[src/rtl/fft_stage_sequencer.sv]
// fft_stage_sequencer
//   Steps a radix-2 FFT through its butterfly stages. Each stage is:
//   LOAD (2 cycles, control block clears counters / decodes stage_level),
//   RUN ((max_point_fft+1)*BFLY_CYCLES cycles, ena_fft_core),
//   DRAIN (DRAIN_CYCLES cycles, ena_fft_wait).
//   After the last stage, a one-cycle DONE pulse is issued.
//
//   All enable/status outputs are registered from the current state. They
//   therefore trail the state register by one clock. With start sampled on
//   cycle 0:
//     - LOAD is visible on cycles 1-2.
//     - RUN starts on cycle 3.
//   abort bypasses that lag and zeroes the enables on the very next edge.
//
// Ports
//   clk_i            clock, rising edge
//   rst_i            synchronous active-high reset
//   start_i          job request, honoured only in IDLE
//   abort_i          return to IDLE, clears stage_level, suppresses done
//   log2_n_i         transform size exponent, legal 1..11
//   stage_number_o   latched log2_n
//   stage_level_o    current stage index
//   max_point_fft_o  2^log2_n - 1
//   ena_fft_core_o   RUN window
//   ena_fft_wait_o   DRAIN window
//   ena_mul_fp_clk_o step pulse at phase MUL_PHASE during RUN/DRAIN
//   busy_o           not idle
//   done_o           final stage finished (1 cycle)
//   cfg_err_o        start refused for illegal log2_n (1 cycle)
module fft_stage_sequencer #(
  parameter int ADDR_WIDTH   = 12,
  parameter int BFLY_CYCLES  = 10,
  parameter int DRAIN_CYCLES = 32,
  parameter int MUL_PHASE    = 9
) (
  input  logic                  clk_i,
  input  logic                  rst_i,
  input  logic                  start_i,
  input  logic                  abort_i,
  input  logic [3:0]            log2_n_i,
  output logic [3:0]            stage_number_o,
  output logic [3:0]            stage_level_o,
  output logic [ADDR_WIDTH-1:0] max_point_fft_o,
  output logic                  ena_fft_core_o,
  output logic                  ena_fft_wait_o,
  output logic                  ena_mul_fp_clk_o,
  output logic                  busy_o,
  output logic                  done_o,
  output logic                  cfg_err_o
);

  localparam int PW = (BFLY_CYCLES > 1) ? $clog2(BFLY_CYCLES) : 1;
  localparam int DW = $clog2(DRAIN_CYCLES + 1);
  // Step counter holds 2^11 for the largest transform.
  localparam int SW = ADDR_WIDTH + 1;

  typedef enum logic [2:0] {S_IDLE, S_LOAD, S_RUN, S_DRAIN, S_DONE} state_e;

  typedef struct packed {
    logic core;
    logic wt;
    logic mul;
    logic busy;
    logic done;
  } ctl_t;

  state_e                state_q, state_d;
  logic [PW-1:0]         phase_q;
  logic [SW-1:0]         step_q;
  logic [DW-1:0]         drain_q;
  logic                  load_q;
  logic [3:0]            sn_q, lvl_q;
  logic [ADDR_WIDTH-1:0] max_q;
  ctl_t                  ctl_q, ctl_d;
  logic                  cfg_err_q;

  logic legal, accept, phase_wrap, run_end, drain_end, last_stage, stepping;

  assign legal      = (log2_n_i >= 4'd1) && (log2_n_i <= 4'd11);
  assign accept     = (state_q == S_IDLE) && start_i && legal && !abort_i;
  assign phase_wrap = (phase_q == PW'(BFLY_CYCLES - 1));
  assign run_end    = phase_wrap && (step_q == {1'b0, max_q});
  assign drain_end  = (drain_q == DW'(DRAIN_CYCLES - 1));
  assign last_stage = (lvl_q == sn_q - 4'd1);
  // Phase keeps running across the RUN->DRAIN boundary and is cleared
  // otherwise, so it is always 0 on the first RUN cycle.
  assign stepping   = (state_q inside {S_RUN, S_DRAIN}) && (state_d inside {S_RUN, S_DRAIN});

  // State register
  always_ff @(posedge clk_i) begin
    if (rst_i) state_q <= S_IDLE;
    else       state_q <= state_d;
  end

  // Next-state logic
  always_comb begin
    state_d = state_q;
    case (state_q)
      S_IDLE:  if (start_i && legal) state_d = S_LOAD;
      S_LOAD:  if (load_q) state_d = S_RUN;
      S_RUN:   if (run_end) state_d = S_DRAIN;
      S_DRAIN: if (drain_end) state_d = last_stage ? S_DONE : S_LOAD;
      S_DONE:  state_d = S_IDLE;
      default: state_d = S_IDLE;
    endcase
    if (abort_i) state_d = S_IDLE;
  end

  // Output decode (registered below)
  always_comb begin
    ctl_d      = '0;
    ctl_d.core = (state_q == S_RUN);
    ctl_d.wt   = (state_q == S_DRAIN);
    ctl_d.mul  = (state_q inside {S_RUN, S_DRAIN}) && (phase_q == PW'(MUL_PHASE));
    ctl_d.busy = (state_q != S_IDLE);
    ctl_d.done = (state_q == S_DONE);
    if (abort_i) ctl_d = '0;
  end

  // Phase / step / drain / load counters
  always_ff @(posedge clk_i) begin
    if (rst_i) begin
      phase_q <= '0;
      step_q  <= '0;
      drain_q <= '0;
      load_q  <= 1'b0;
    end else begin
      load_q  <= (state_q == S_LOAD) && !load_q;
      phase_q <= (stepping && !phase_wrap) ? phase_q + PW'(1) : '0;
      if (state_q == S_RUN) begin
        if (phase_wrap) step_q <= step_q + SW'(1);
      end else begin
        step_q <= '0;
      end
      drain_q <= ((state_q == S_DRAIN) && !drain_end) ? drain_q + DW'(1) : '0;
    end
  end

  // Output and job-configuration registers
  always_ff @(posedge clk_i) begin
    if (rst_i) begin
      ctl_q     <= '0;
      cfg_err_q <= 1'b0;
      sn_q      <= '0;
      lvl_q     <= '0;
      max_q     <= '0;
    end else begin
      ctl_q     <= ctl_d;
      cfg_err_q <= (state_q == S_IDLE) && start_i && !legal && !abort_i;
      if (accept) begin
        sn_q  <= log2_n_i;
        max_q <= (ADDR_WIDTH'(1) << log2_n_i) - ADDR_WIDTH'(1);
        lvl_q <= '0;
      end else if (abort_i) begin
        lvl_q <= '0;
      end else if ((state_q == S_DRAIN) && drain_end && !last_stage) begin
        lvl_q <= lvl_q + 4'd1;
      end
    end
  end

  assign stage_number_o   = sn_q;
  assign stage_level_o    = lvl_q;
  assign max_point_fft_o  = max_q;
  assign ena_fft_core_o   = ctl_q.core;
  assign ena_fft_wait_o   = ctl_q.wt;
  assign ena_mul_fp_clk_o = ctl_q.mul;
  assign busy_o           = ctl_q.busy;
  assign done_o           = ctl_q.done;
  assign cfg_err_o        = cfg_err_q;

endmodule

[config.mk]
export PLATFORM = sky130hd
export DESIGN_NAME = fft_stage_sequencer
export DESIGN_NICKNAME = d
export VERILOG_FILES = /design/src/rtl/fft_stage_sequencer.sv
export SDC_FILE = /design/constraint.sdc
export NUM_CORES = 1
export LEC_CHECK = 0
export CAP_MARGIN = 20
export CORE_MARGIN = 5
export CORE_UTILIZATION = 25
export CTS_CLUSTER_DIAMETER = 60
export CTS_CLUSTER_SIZE = 25
export DETAILED_ROUTE_END_ITERATION = 12
export PLACE_DENSITY = 0.47
export SETUP_SLACK_MARGIN = 0.05
export SLEW_MARGIN = 20
export SYNTH_ARGS = -nofsm -noshare
export SYNTH_HDL_FRONTEND = slang
export SYNTH_SLANG_ARGS = --single-unit
[constraint.sdc]
create_clock -name clk_i -period 2.9 [get_ports clk_i]
set_input_delay 0.29 -clock clk_i [delete_from_list [all_inputs] [get_ports clk_i]]
set_output_delay 0.29 -clock clk_i [all_outputs]
set_load 0.01 [all_outputs]
# After elaboration in Yosys (flattened, before gate mapping)
# Index checks and enable logic that the tools add are counted.
# classes
add_sub_neg	6
magnitude_cmp	2
n_eq_ne	10
shift	1
muxes	7
bitwise	3
reduce_logical	30
# ops
op	count
$mux 3	6
$logic_and 1x1->1	15
$add 13x1->13 const B	1
$eq 13x12->1	1
$eq 3x2->1 const B	4
$pmux 3 s4	1
$shl 1x4->12 const A	1
$sub 12x2->12 const B	1
$add 4x1->4 const B	2
$reduce_or 2->1	4
$add 6x1->6 const B	1
$eq 6x5->1 const B	1
$logic_not 1->1	6
$eq 4x4->1	1
$eq 4x4->1 const B	1
$ge 4x1->1 const B	1
$le 4x4->1 const B	1
$reduce_bool 2->1	2
$sub 4x1->4 const B	1
$eq 3x1->1 const B	1
$eq 3x3->1 const B	1
$logic_not 3->1	1
$not 1->1	3
$reduce_bool 3->1	1
$reduce_or 3->1	1
# word_totals
register_bits	53
inputBits	8
output_inout_bits	26
wordCells	73

# Depth between registers and ports, before layout
# Gate-level depths: netlist of run 1.
# logic_depth
ltp_word	12
mapped_depth	9
depth_no_buf	7

# Least setup slack after synthesis of run 1
# OpenSTA, ideal clock, no wires.
# synth_timing
kind	input to register
startpoint	input log2_n_i[0]
endpoint	register max_q[4], in the netlist max_point_fft_o[4]
setup_time_ns	0.091
t_arrival_ns	2.076
required_time_ns	2.809
slack_ns	0.733
cell_stages	9
path_buffers	2
cell_sequence	clkbuf_1 > nor4_2 > inv_1 > ha_1 > clkbuf_1 > or3_1 > nor2_1 > o21ai_0 > a311oi_1
# synth_between
elab_chain_len	4
word_cells_on_any_way	7
classes_between	add/sub: 1; order compare: 2; shift: 1; reduce/logical: 3
# synth_rtl
item	line_no	source
start, declared	40	input logic [3:0] log2_n_i,
parallel branches: the longest is 4 deep, another holds $sub 12x2->12	n/a	
end signal, assigned	152	max_q <= (ADDR_WIDTH'(1) << log2_n_i) - ADDR_WIDTH'(1);
end, declared	73	logic [ADDR_WIDTH-1:0] max_q;
# Several ways; the timed one is not identified.
# A chain may end at the register's enable or synchronous reset.

# Final worst setup path of run 1
# layout_timing
startpoint	input log2_n_i[2]
endpoint	register max_q[10], in the netlist max_point_fft_o[10]
# Same word-level chain as after synthesis.

==> results.cfg, run 1 <==
[status]
status = completed

[global_route]
track_usage_pct = 9.769
overflow = 0
grt_pass1_wl_mm = 10.01
antenna_found_initial = 0
grt_max_degree = 21
first_global_vias = 1955

[clock_tree]
cts.clk_slew.worst_paths_ns = 0.11
cts_buffers = 5
cts_max_level = 2
ctsLongestPathBuffers = 2
postCtsHoldBufs = 0
clk_latency_ns = 0.31
cts_tree = done
cts_sinks = 53
cts_setup_buffers = 0
cts_root_buf = clkbuf_8
cts_resized = 0

[logic_synthesis]
mappedNetlistArea_um2 = 2584
synth_nets = 302
synthFlopType = dfxtp_1
synth-seq-cells = 53
synth_area_per_cell_um2 = 9.003
yosysSeqAreaShare_pct = 41.07
synth_async_sr_flop_share_pct = 0
syn_inst = 287
ys_warn_count = 0
synth_cell_types = 45
synth_edf_count = 0

[timing]
setup_viol = 0
skew_ns = 0.01570
drv_slew = 0
tightest_slew_ns = 0.6233
fmax_mhz = 467.3
hold_ws_ns = 0.4295
period_needed_ns = 2.140
relSlewSlack_pct = 58.20
setup_slack_ns = 0.7602
fin_tns_setup_ns = 0
finalHoldViolations = 0
rsz0062_at_grt = false
timing.final.crit_share_pct = 73.79

[place]
dp.cells = 449
preCtsSetupSlack_ns = 0.4511
gp_congestion = 0.7856
port_buffers = 33
post-dp-hpwl_mm = 4.408

[drt]
vias = 2025
drt-initial-drc-count = 56
highest_layer = met4
avgRoutedWirePerCell_um = 12.97
dr_wl_met3_um = 131
wl_mm = 5.926
wl_met1_mm = 3.107
postRouteAntennaNets = 0
wl_met2_mm = 2.609
drc = 0
drt_first_pass_iters = 4
via_per_inst = 4.431

[floorplanning]
die-area_um2 = 12470
start_util_pct = 25.37
core_um2 = 10180
die_h_um = 111.7
dieWidth_um = 111.7
std_cell_rows = 37
ios = 34

[worst_setup_path]
critical_path_class = in2reg
worst_setup_path_start_kind = input port
end_kind = flop
cp.arrival_ns = 2.37
worstPathRequired_ns = 3.13
path_max_fanout = 12

[power_and_ir_drop]
vdd_drop_max_mv = 0.1921
p_leak_nw = 1.056
power.density_nw_per_um2 = 450.8

[layout]
final_common_cell = dfxtp_1
fill_cells = 1117
final_nets = 335
syn_to_final_growth_pct = 23.54
final_cell_mix = dfxtp_1 (53), nor2_1 (40), clkdlybuf4s50_1 (33)
diodes = 0
stdcell_count = 457
drive_above_1_share_pct = 8.100

[worst_hold_path]
holdCritPathClass = reg2reg

[job]
maxCapViolCount = 0
-- stage by stage --
step / power, mW / utilization, % / area, µm²
after floorplan: 0.8634 / - / 2584
after global placement: 0.9295 / 30.16 / 3072
after detailed placement: 0.9292 / 30.16 / 3072
after CTS: 1.462 / 31.34 / 3192
after global routing: 1.505 / 31.34 / 3192
final: 1.439 / 31.34 / 3192
-- worst paths after layout --
check | startpoint | to | slack (ns) | cells past startpoint
setup / recovery | log2_n_i[2] | max_point_fft_o[10] | 0.76 | 9
hold / removal | load_q | load_q | 0.43 | 1
setup reg to reg | stage_number_o[0] | state_q[0] | 0.79 | 6
hold reg to reg | load_q | load_q | 0.43 | 1
-- worst max-delay path: stages --
cell,delay [ns]
clkdlybuf4s50_1,0.43
buf_4,0.19
nor2_1,0.22
nand3b_1,0.11
ha_1,0.31
or3_1,0.33
a21boi_0,0.17
o21ai_0,0.13
a311oi_2,0.19
-- layout make-up --
| type | count | area (µm²) | area share (%) |
|---|---|---|---|
| clock inverters | 2 | 37.54 | 1.176 |
| well taps | 136 | 170.2 | 5.331 |
| inverters | 7 | 26.28 | 0.8232 |
| multi-input cells | 211 | 1416 | 44.37 |
| flip-flops and latches | 53 | 1061 | 33.24 |
| clock buffers | 6 | 82.58 | 2.587 |
| repair buffers | 42 | 397.9 | 12.47 |
-- metal layers --
layer / vias up / GRT usage, %
met5: - / 0
met4: 0 / 2.920
met3: 5 / 2.174
met2: 28 / 15.07
met1: 934 / 13.64
li1: 1058 / -
-- sequential cells by signal (all words and copies together) (netlist names) --
name / count
cfg_err_o: 1
load_q: 1
busy_o: 1
stage_number_o: 4
step_q: 13
done_o: 1
stage_level_o: 4
phase_q: 4
ena_fft_wait_o: 1
state_q: 3
max_point_fft_o: 12
drain_q: 6
ena_mul_fp_clk_o: 1
ena_fft_core_o: 1
-- cell families after synthesis --
group / share of synthesized area, %
xor+xnor: 11.77
simple gates: 27.12
compound gates: 9.444
fa+ha+maj: 3.390
buf+inv: 4.116
flops: 41.07
mux: 3.099
-- Yosys cell counts, types with 2 or more instances --
master	instances	share of area, %
nor4_1	3	0.73
nor4b_1	2	0.68
buf_6	2	0.87
and3b_1	2	0.68
ha_1	7	3.4
and2_1	2	0.48
nand3b_1	2	0.58
nor3b_1	2	0.58
o21ai_0	8	1.5
and3_1	6	1.5
nor3_1	5	0.97
nand3_1	11	2.1
a311oi_1	3	1.0
nand2_1	18	2.6
or3_1	5	1.2
nand4_1	9	2.2
and4b_1	2	0.77
xor2_1	10	3.4
nor2_1	40	5.8
dfxtp_1	53	41
mux2i_1	8	3.1
clkbuf_1	12	1.7
inv_1	7	1.0
nor2b_1	6	1.5
xnor2_1	22	7.5
nand2b_1	8	1.9
a21oi_1	11	2.1
a211oi_2	4	1.9
-- where the power goes --
part / switching (mW) / internal (mW)
Clock: 0.248 / 0.281
Combinational: 0.0737 / 0.0778
Sequential: 0.0174 / 0.741
Total: 0.339 / 1.10
(Power assumes the default switching activity.)
==> run 2, diff against run 1 <==
- clock period: 2.9 -> 2.2 ns (I/O delays scaled with it)
==> run 2 against run 1 <==
  * Clock skew is 0.0041 ns lower
  * First-iteration DRC count is 30% higher
  * Clock power is 14% higher
  * Count of clock-buffer cells in the layout is 1 higher
  * Sequential cell count stayed put
  * Worst setup slack worse by 0.44 ns
  * Die area stayed put
  * Non-clock buffer count is 10 higher
  * Via count is 3.6% higher
  * Cell area is 2.3% higher
  * Critical path depth is 3 lower
  * Global-route usage is 0.59 points higher
  * Largest power group unchanged
==> results.cfg, run 2 (synthesis results as in run 1) <==
[status]
status = completed

[layout]
utilization_pct = 32.06
top_register = step_q
final_common_cell = dfxtp_1
syn_to_final_growth_pct = 26.39
final_nets = 345
final_cell_mix = dfxtp_1 (53), nor2_1 (40), clkdlybuf4s50_1 (33)
drive_above_1_share_pct = 11.18
diodes = 0
stdcell_count = 467
largest_reg_flops = 13

[worst_setup_path]
path_max_fanout = 4
critical_path_class = reg2reg
end_kind = flop
worstPathRequired_ns = 2.39
rrSetupSlack_ns = 0.32
worst_setup_path_start_kind = flop
cp.arrival_ns = 2.07

[clock_tree]
cts.clk_slew.worst_paths_ns = 0.10
cts_setup_buffers = 0
cts_root_buf = clkbuf_8
cts_sinks = 53
ctsLongestPathBuffers = 2
cts_tree = done
clk_latency_ns = 0.31
cts_max_level = 2
cts_buffers = 5

[timing]
relSlewSlack_pct = 66.21
skew_ns = 0.01157
finalHoldViolations = 0
period_needed_ns = 1.882
setup_viol = 0
rsz0062_at_grt = false
fmax_mhz = 531.5
tightest_slew_ns = 0.5057
hold_ws_ns = 0.4326
drv_slew = 0
timing.final.crit_share_pct = 85.52

[job]
maxCapViolCount = 0

[place]
port_buffers = 33
post-dp-hpwl_mm = 4.636
dp.cells = 459
gp_congestion = 0.7716

[power_and_ir_drop]
combPwrFrac_pct = 11.8
switchingPower_uw = 442.6
p_int_mw = 1.373
vdd_drop_max_mv = 0.2243
power.density_nw_per_um2 = 556.0
p_leak_nw = 1.107
swShare_pct = 24.37
clockPowerShare_pct = 33.3
pwr-share-seq_pct = 54.9

[floorplanning]
die-area_um2 = 12470
die_h_um = 111.7
start_util_pct = 25.37
dieWidth_um = 111.7
ios = 34
core_um2 = 10180
std_cell_rows = 37

[worst_hold_path]
holdCritPathClass = reg2reg

[drt]
vias = 2098
via_per_inst = 4.493
drt-initial-drc-count = 73
drc = 0
postRouteAntennaNets = 0
wl_mm = 6.200
drt_first_pass_iters = 4
avgRoutedWirePerCell_um = 13.28

[global_route]
antenna_found_initial = 0
grt_pass1_wl_mm = 10.67
grt_max_degree = 27
first_global_vias = 2086
overflow = 0
track_usage_pct = 10.35
run 2: path summary, 6_finish.rpt:
kind	start	endpoint	cells past startpoint
max reg2reg	stage_number_o[1]	state_q[0]	6
min	load_q	load_q	1
min reg2reg	load_q	load_q	1
max	stage_number_o[1]	state_q[0]	6
run 2: stage by stage:
stage | setup TNS, ns | power [mW] | instance area (µm²) | setup WS [ns]
floorplan | 0 | 1.138 | 2584 | 0.1026
global placement | 0 | 1.235 | 3159 | 0.06615
detailed placement | -0.01826 | 1.237 | 3159 | -0.01826
CTS | 0 | 1.855 | 3261 | 0.2717
global route | 0 | 1.910 | 3266 | 0.1221
finish | 0 | 1.816 | 3266 | 0.3185
run 2: worst max-delay path, cell delays in order (launching register included):
cell	delay, ns
dfxtp_1	0.41
inv_1	0.06
ha_1	0.28
xnor2_1	0.12
nor3_1	0.36
a211oi_2	0.19
o31a_1	0.34
run 2: power by group through the flow:
stage	sequential, mW	clock [mW]	combinational [mW]
finish	0.997	0.604	0.215
global route	1.00	0.673	0.237
CTS	0.998	0.639	0.218
detailed placement	1.02	0	0.216
global placement	1.02	0	0.214
floorplan	1.02	0	0.116
run 2: repair_timing:
action | 4_1_cts | 5_1_grt
hold buffers | 0 | 0
endpoints found under the setup margin | 0 | 1
gates resized for setup | 0 | 1
run 2: final cells by class:
class	count	area (µm²)
clock buffers	7	96.34
clock inverters	1	5.005
fillers	1110	6919
inverters	7	26.28
multi-input cells	211	1421
flip-flops and latches	53	1061
well taps	136	170.2
repair buffers	52	485.5
run 2: routing by layer:
layer	global-route usage [%]	routed length, µm	vias to the layer above
li1	-	-	1079
met1	14.26	3150	988
met2	16.11	2820	26
met3	2.391	157	5
met4	3.163	72	0
met5	0	0	-
